File: config.mk
export PLATFORM = sky130hd
export DESIGN_NAME = rca_share_ctrl
export DESIGN_NICKNAME = d
export VERILOG_FILES = /design/src/rtl/rca_share_ctrl.sv
export SDC_FILE = /design/constraint.sdc
export NUM_CORES = 1
export LEC_CHECK = 0
export CELL_PAD_IN_SITES_DETAIL_PLACEMENT = 1
export CELL_PAD_IN_SITES_GLOBAL_PLACEMENT = 1
export CORE_UTILIZATION = 35
export CTS_CLUSTER_SIZE = 20
export DETAILED_ROUTE_END_ITERATION = 10
export PLACE_DENSITY = 0.93
export SETUP_SLACK_MARGIN = 0.3
export SLEW_MARGIN = 20
export SYNTH_ARGS = -nofsm -noshare
export SYNTH_HDL_FRONTEND = slang
export SYNTH_SLANG_ARGS = --single-unit
File: constraint.sdc
create_clock -name clk_i -period 5.3 [get_ports clk_i]
set_clock_uncertainty 0.2 [all_clocks]
set_input_delay 1.06 -clock clk_i [delete_from_list [all_inputs] [get_ports clk_i]]
set_output_delay 1.06 -clock clk_i [all_outputs]
set_load 0.05 [all_outputs]
File: src/rtl/rca_share_ctrl.sv
// rca_share_ctrl: one ripple-carry adder (rca) shared by NREQ requesters.
// A round-robin arbiter picks a pending request in IDLE. The operands are
// registered and added in ADD. The sum is then returned in RESP on a
// valid/ready channel, tagged with the requester index.
// Ports:
//   clk_i, rst_i              clock, async active-high reset
//   req_valid_i/req_ready_o   per-requester handshake (ready one-hot, comb)
//   req_a_i, req_b_i          packed operands, requester k at [k*WIDTH +: WIDTH]
//   rsp_valid_o/rsp_ready_i   response handshake
//   rsp_sum_o, rsp_id_o       full-width sum and requester index
//   busy_o                    high outside IDLE
//   op_count_o                completed responses, wraps

// Plain ripple-carry adder with the carry-out in the sum MSB.
module rca #(
  parameter int unsigned width = 8
) (
  input  logic [width-1:0] a,
  input  logic [width-1:0] b,
  output logic [width:0]   sum
);
  logic [width:0] c;

  assign c[0] = 1'b0;
  for (genvar i = 0; i < width; i++) begin : g_fa
    assign sum[i]   = a[i] ^ b[i] ^ c[i];
    assign c[i+1]   = (a[i] & b[i]) | (c[i] & (a[i] ^ b[i]));
  end
  assign sum[width] = c[width];
endmodule

module rca_share_ctrl #(
  parameter int unsigned WIDTH   = 8,
  parameter int unsigned NREQ    = 4,
  parameter int unsigned COUNT_W = 16
) (
  input  logic                        clk_i,
  input  logic                        rst_i,
  input  logic [NREQ-1:0]             req_valid_i,
  input  logic [NREQ*WIDTH-1:0]       req_a_i,
  input  logic [NREQ*WIDTH-1:0]       req_b_i,
  output logic [NREQ-1:0]             req_ready_o,
  output logic                        rsp_valid_o,
  input  logic                        rsp_ready_i,
  output logic [WIDTH:0]              rsp_sum_o,
  output logic [$clog2(NREQ)-1:0]     rsp_id_o,
  output logic                        busy_o,
  output logic [COUNT_W-1:0]          op_count_o
);
  localparam int unsigned IDW = $clog2(NREQ);

  typedef enum logic [1:0] {IDLE, ADD, RESP} state_t;

  state_t             state_q, state_d;
  logic [IDW-1:0]     ptr_q, ptr_d;
  logic [WIDTH-1:0]   a_q, a_d, b_q, b_d;
  logic [IDW-1:0]     id_q, id_d;
  logic               rsp_valid_d;
  logic [WIDTH:0]     rsp_sum_d;
  logic [IDW-1:0]     rsp_id_d;
  logic [COUNT_W-1:0] op_count_d;

  logic               found;
  logic [IDW-1:0]     winner;
  logic [IDW:0]       cand;
  logic [WIDTH:0]     sum_c;

  // Round-robin search from the pointer upward, wrapping at NREQ.
  always_comb begin
    found  = 1'b0;
    winner = '0;
    cand   = '0;
    for (int unsigned i = 0; i < NREQ; i++) begin
      cand = {1'b0, ptr_q} + (IDW+1)'(i);
      if (cand >= (IDW+1)'(NREQ)) cand = cand - (IDW+1)'(NREQ);
      if (!found && req_valid_i[IDW'(cand)]) begin
        found  = 1'b1;
        winner = IDW'(cand);
      end
    end
  end

  // Grant is combinational so a requester sees acceptance in the same cycle.
  always_comb begin
    req_ready_o = '0;
    if (state_q == IDLE && !rst_i && found) req_ready_o[winner] = 1'b1;
  end

  assign busy_o = (state_q != IDLE);

  // The adder sees only registered operands.
  rca #(.width(WIDTH)) u_rca (
    .a   (a_q),
    .b   (b_q),
    .sum (sum_c)
  );

  // Next-state and registered-output logic.
  always_comb begin
    state_d     = state_q;
    ptr_d       = ptr_q;
    a_d         = a_q;
    b_d         = b_q;
    id_d        = id_q;
    rsp_valid_d = rsp_valid_o;
    rsp_sum_d   = rsp_sum_o;
    rsp_id_d    = rsp_id_o;
    op_count_d  = op_count_o;
    case (state_q)
      IDLE: begin
        if (found) begin
          a_d     = req_a_i[winner*WIDTH +: WIDTH];
          b_d     = req_b_i[winner*WIDTH +: WIDTH];
          id_d    = winner;
          ptr_d   = (winner == IDW'(NREQ-1)) ? '0 : winner + IDW'(1);
          state_d = ADD;
        end
      end
      ADD: begin
        rsp_sum_d   = sum_c;
        rsp_id_d    = id_q;
        rsp_valid_d = 1'b1;
        state_d     = RESP;
      end
      RESP: begin
        if (rsp_ready_i) begin
          rsp_valid_d = 1'b0;
          op_count_d  = op_count_o + COUNT_W'(1);
          state_d     = IDLE;
        end
      end
      default: state_d = IDLE;
    endcase
  end

  // State and output registers.
  always_ff @(posedge clk_i or posedge rst_i) begin
    if (rst_i) begin
      state_q     <= IDLE;
      ptr_q       <= '0;
      a_q         <= '0;
      b_q         <= '0;
      id_q        <= '0;
      rsp_valid_o <= 1'b0;
      rsp_sum_o   <= '0;
      rsp_id_o    <= '0;
      op_count_o  <= '0;
    end else begin
      state_q     <= state_d;
      ptr_q       <= ptr_d;
      a_q         <= a_d;
      b_q         <= b_d;
      id_q        <= id_d;
      rsp_valid_o <= rsp_valid_d;
      rsp_sum_o   <= rsp_sum_d;
      rsp_id_o    <= rsp_id_d;
      op_count_o  <= op_count_d;
    end
  end
endmodule

# Word level (Yosys, flattened, before mapping)
# Index checks and enable logic that the tools add are counted.
# classes
addsub	9
n_mul	0
div	0
order_cmp	10
n_eq_ne	5
n_shift	2
muxes	29
bitwise	37
reduce_logical	17
# op_table
op	count
32-bit by 6-bit indexed part select with 8-bit output	2
2-bit 2-to-1 mux	11
16-bit by 1-bit adder with 16-bit output, second input constant	1
1-bit AND	15
2-bit by 3-bit less-than comparator with 1-bit output, second input constant	5
1-bit bitwise XOR	15
1-bit 2-to-1 mux	10
3-bit greater-or-equal comparator, second input constant	3
1-bit binary-select mux with 2-bit select	4
2-bit AND reduction	4
2-bit by 1-bit subtractor with 2-bit output, second input constant	4
1-bit OR	7
2-bit by 2-bit adder with 3-bit output, second input constant	2
1-bit logical AND	6
2-bit case mux with 3 select lines	1
2-bit == test, second input constant	2
1-bit logical NOT	4
4-bit 2-to-1 mux	1
2-bit != test, second input constant	2
2-bit nonzero test	2
2-bit by 1-bit adder with 3-bit output, second input constant	1
2-bit by 3-bit greater-or-equal comparator with 1-bit output, second input constant	1
2-bit by 1-bit adder with 2-bit output, second input constant	1
1-bit demux with 2-bit select	1
other kinds (4)	4
# word_totals
reg_bits	50
latch_bits	0
mem_bits_rw	0
mem_bits_ro	0
in_bits	71
output_inout_bits	33
wordCells	118
memories	0

# Longest topological paths before layout
# Gate-level depths: netlist (run 1).
# depth
depth_word	19
mapped_depth	12
ltp_nobuf	12

# Hierarchy
# Synthesis (run 1) repeated with hierarchy kept, for this count alone.
# unflattened
hier_cells	248
area_unflattened_um2	2708.8
# modules_own_cells
mod	instances	cells_per_inst	area_per_inst_um2	seq_area_each_um2
rca_share_ctrl	1	230	2518.7	1251.2
rca	1	18	190.2	0.0

# Worst setup path before layout (run 1)
# OpenSTA, ideal clock, no wires.
# synth_timing
path_type	in2out
start	in rst_i
end	out req_ready_o[0]
t_arrival_ns	2.773
required_ns	4.040
slack_ns	1.267
stages	2
n_path_buf	0
cell_sequence	inv_1 > and3_1
# synth_between
elab_chain_cells	4
# synth_rtl
item	line_no	text
from (decl)	38	input logic rst_i,
1-bit logical NOT (no source line)	-	
1-bit logical AND (2 in series)	86	if (state_q == IDLE && !rst_i && found) req_ready_o[winner] = 1'b1;
4-bit 2-to-1 mux	86	
to (decl)	42	output logic [NREQ-1:0] req_ready_o,
# No other way between the ends.

# Worst setup path in the final report (run 1)
# layout_timing
start	in req_valid_i[0]
end	out req_ready_o[0]
# layout_between
elab_chain_cells	17
elab_cells_between_ends	29
classes_between	order compare (2); mux (19); reduce/logical (8)
# layout_rtl
item	line_no	text
from (decl)	39	input logic [NREQ-1:0] req_valid_i,
1-bit binary-select mux with 2-bit select	76	if (!found && req_valid_i[IDW'(cand)]) begin
1-bit 2-to-1 mux (not written as such)	76	
1-bit 2-to-1 mux	76	
1-bit logical NOT	76	
1-bit logical AND	76	
1-bit 2-to-1 mux	76	
1-bit logical NOT	76	
1-bit logical AND	76	
1-bit 2-to-1 mux	76	
1-bit logical NOT	76	
1-bit logical AND	76	
2-bit 2-to-1 mux	76	
2-bit by 3-bit less-than comparator with 1-bit output (not written as such) / 2-bit by 1-bit greater-or-equal comparator with 1-bit output (equally long branches)	86	
1-bit logical AND (not written as such)	86	
1-bit 2-to-1 mux (not written as such)	86	
1-bit demux with 2-bit select	86	
4-bit 2-to-1 mux *	86	
# Every way passes the cells marked *; elsewhere a longest branch is shown, timed or not. The select of a mux whose other input is x is not followed.

==> results.py, run 1 <==
metrics = {
    "synth": {
        "synth-edff-count": 0,
        "ys_seq_elements": 50,
        "async_reset_ff_share_pct": 100.0,
        "syn_area_um2": 2823,
        "synth_ff_type": "dfrtp_1",
        "yosysWarnings": 0,
        "syn_inst": 242,
        "seq_area_frac_synth_pct": 44.33,
        "syn_avg_cell_area_um2": 11.66,
        "syn-num-nets": 326,
        "synth_cell_type_count": 43,
    },
    "drt": {
        "totalWireLength_mm": 7.376,
        "routedWlPerCell_um": 16.50,
        "vias_per_cell": 5.000,
        "detail-route-antenna-nets": 0,
        "vias": 2235,
        "firstDrtPassIters": 4,
        "drc": 0,
        "drt_iter0_drc": 36,
    },
    "clock_network": {
        "cts-htree-levels": 2,
        "cts_tree": "built",
        "path_clk_slew_ns": 0.08,
        "ctsLongestPathBuffers": 2,
        "cts_sinks": 50,
        "clk_latency_ns": 0.31,
        "cts_resized": 0,
        "numCtsBuffers": 5,
        "cts_hold_buf": 0,
        "cts_root_buf": "clkbuf_8",
        "cts_setup_buffers": 0,
    },
    "min_path": {
        "min_path_type": "reg2reg",
        "min_path_cells": 1,
    },
    "placed_design": {
        "dp_hpwl_mm": 5.797,
        "dp.cells": 439,
        "portBuffers": 103,
        "routabilityCongestion": 0.7798,
    },
    "timing": {
        "tightestPinTransition_ns": 0.7612,
        "hold_viol_final": 0,
        "period_minus_slack_ns": 4.604,
        "finalSetupViolCount": 0,
        "final_max_slew_viol_count": 0,
        "grt_setup_unrepaired": "no",
        "tns_ns": 0,
        "post-route-period-util_pct": 86.86,
        "fmax_mhz": 217.2,
        "relSlewSlack_pct": 49.13,
    },
    "power_and_ir_drop": {
        "pwr-share-comb_pct": 56.2,
        "peakVddDrop_v": 0.0002919,
        "power.internal_mw": 1.149,
        "leakage_nw": 1.737,
        "power.switching_uw": 931.6,
        "p_seq_share_pct": 31.0,
        "switching_share_pct": 44.77,
        "cellPowerDensity_nw_per_um2": 519.2,
        "power.clock.fraction_pct": 12.8,
    },
    "finish": {
        "drive_above_1_share_pct": 13.33,
        "final_util_pct": 51.59,
        "nets": 428,
        "layout_common_cells": "clkdlybuf4s50_1 (101), dfrtp_1 (50), nand2_1 (35)",
        "area_growth_syn_to_layout_pct": 41.98,
        "final_common_cell": "clkdlybuf4s50_1",
        "layoutNonFillerInstCount": 447,
        "diodes": 0,
    },
    "worst_setup_path": {
        "cp-start-kind": "input pin",
        "critPathMaxFanout": 5,
        "rrSetupSlack_ns": 1.56,
        "cp.depth": 7,
        "path_common_cell": "clkdlybuf4s50_1",
        "cp_top_family": "buffers and inverters",
        "crit_arrival_ns": 3.34,
        "critPathCaptureType": "output port",
        "crit_type": "in2out",
        "slowest_stage": "clkdlybuf4s50_1",
        "critical_path.cell_chain": "clkdlybuf4s50_1 > nor2b_1 > nor3_2 > o22ai_2 > ha_1 > and3_1 > clkdlybuf4s50_1",
        "critPathMaxStageDelay_ns": 0.81,
        "startpoint": "req_valid_i[0]",
        "critPathBufInv": 2,
        "worstPathRequired_ns": 4.04,
        "rr_endpoint": "rsp_sum_o[7]$_DFFE_PP0P_",
        "rr_worst_depth": 12,
        "crit_end": "req_ready_o[0]",
        "rr_startpoint": "a_q[0]$_DFFE_PP0P_",
    },
    "floorplan": {
        "coreArea_um2": 7767,
        "io_pins": 104,
        "fp-row-count": 32,
        "die-area_um2": 8428,
        "fp.dieW_um": 91.81,
        "initial_utilization_pct": 36.34,
        "die_h_um": 91.81,
    },
    "global_routing": {
        "track_usage_pct": 18.95,
        "antenna_found_initial": 0,
        "grt_pass1_vias": 2493,
        "grt_pass1_wl_mm": 12.51,
        "grt_start_max_net_pins": 52,
        "grt_overflow": 0,
    },
    "run": {
        "max-cap-violations": 0,
    },
    "outcome": {
        "status": "completed",
    },
}
-- final cells by class --
type	instances	area, µm²
Fill cell	846	3760
Multi-Input combinational cell	170	1426
Sequential cell	50	1251
Inverter	11	45.04
Timing Repair Buffer	106	1049
Tap cell	102	127.6
Clock buffer	5	68.82
Clock inverter	3	40.04
-- synth_stat cells (3+ instances only) --
library cell   n  area [µm²]
mux2i_1       31       310.3
o221ai_2      10       150.1
nand3_1        6       30.03
nand2_1       35       131.4
inv_1          8       30.03
nor2_1         6       22.52
dfrtp_1       50        1251
nand4_1        4       25.02
fa_1           7       140.1
xnor2_1       11       96.34
and3_1         7       43.79
buf_2          3       15.01
clkbuf_1       3       11.26
o221ai_1       5       43.79
mux2_2         8       90.09
nor2b_2        3       26.28
o21ai_0        7       35.03
ha_1           6       75.07
xor2_1         4       35.03
-- metal layers --
layer	part of all wire, %	global-route usage, %	wire (µm)	vias to the layer above
met4	1.3	4.557	95	0
met3	4.2	3.317	308	9
met5	0	0	0	-
li1	-	-	-	1055
met1	42	24.25	3105	1102
met2	52	33.27	3866	69
-- power by group through the flow --
stage	Sequential (mW)	Clock, mW	Combinational, mW
5_1_grt	0.665	0.288	1.28
3_3_place_gp	0.641	0	1.13
6_report	0.644	0.267	1.17
2_1_floorplan	0.827	0	0.668
4_1_cts	0.647	0.273	1.19
3_5_place_dp	0.655	0	1.18
-- flip-flops by register name, indices dropped and copies added, names as in the netlist --
| signal | flops |
|---|---|
| rsp_id_o | 2 |
| a_q | 8 |
| state_q | 2 |
| b_q | 8 |
| rsp_valid_o | 1 |
| ptr_q | 2 |
| id_q | 2 |
| op_count_o | 16 |
| rsp_sum_o | 9 |
-- per-stage QoR --
step | hold slack, ns | total power [mW] | worst slack, ns | cell area (µm²)
global route | 0.3082 | 2.238 | 0.5272 | 4008
global placement | 0.2554 | 1.776 | 0.7673 | 3899
floorplan | 0.2421 | 1.495 | 1.267 | 2823
detailed placement | 0.2763 | 1.835 | 0.6869 | 3899
CTS | 0.2981 | 2.105 | 0.6699 | 4008
finish | 0.2906 | 2.081 | 0.6965 | 4008
-- how the worst min path moves through the flow --
stage | startpoint | endpoint | slack [ns]
2_1_floorplan | id_q[1]$_DFFE_PP0P_ | id_q[1]$_DFFE_PP0P_ | 0.24
3_3_place_gp | id_q[1]$_DFFE_PP0P_ | id_q[1]$_DFFE_PP0P_ | 0.26
3_5_place_dp | rsp_valid_o$_DFFE_PP0P_ | rsp_valid_o$_DFFE_PP0P_ | 0.28
4_1_cts | op_count_o[15]$_DFFE_PP0P_ | op_count_o[15]$_DFFE_PP0P_ | 0.30
5_1_grt | op_count_o[15]$_DFFE_PP0P_ | op_count_o[15]$_DFFE_PP0P_ | 0.31
6_report | op_count_o[15]$_DFFE_PP0P_ | op_count_o[15]$_DFFE_PP0P_ | 0.29
-- worst register-to-register path, stage by stage, from the launching register on --
cell	delay [ns]
dfrtp_1	0.40
ha_1	0.21
inv_1	0.08
fa_1	0.16
inv_1	0.05
fa_1	0.37
fa_1	0.39
fa_1	0.40
fa_1	0.39
fa_1	0.37
inv_1	0.08
fa_1	0.41
o21ai_0	0.16
-- logic make-up (layout without fill, tap and decap cells) --
kind of cell | Yosys count | count (layout) | share of synthesized area, %
and+or+nand+nor | 73 | 73 | 13.17
muxes | 39 | 39 | 14.18
buffers and inverters | 22 | 125 | 5.142
xor gates and xnor gates | 15 | 15 | 4.654
DFF | 50 | 50 | 44.33
adders and majority gates | 13 | 13 | 7.624
AOI/OAI and AO/OA | 30 | 30 | 10.90
No activity file was read; power rests on OpenSTA's default activity.
==> run 2: changes to the inputs <==
--- a/config.mk
+++ b/config.mk
@@ -12,6 +12,7 @@
 export DETAILED_ROUTE_END_ITERATION = 10
 export PLACE_DENSITY = 0.93
 export SETUP_SLACK_MARGIN = 0.3
+export SKIP_LAST_GASP = 1
 export SLEW_MARGIN = 20
 export SYNTH_ARGS = -nofsm -noshare
 export SYNTH_HDL_FRONTEND = slang
==> results of run 2 <==
Final layout, timing and power as in run 1 (identical DEF).
==> run 3: changes to the inputs <==
--- a/config.mk
+++ b/config.mk
@@ -17,3 +17,4 @@
 export SYNTH_ARGS = -nofsm -noshare
 export SYNTH_HDL_FRONTEND = slang
 export SYNTH_SLANG_ARGS = --single-unit
+export TNS_END_PERCENT = 30
==> results of run 3 <==
Final layout, timing and power as in run 1 (identical DEF).
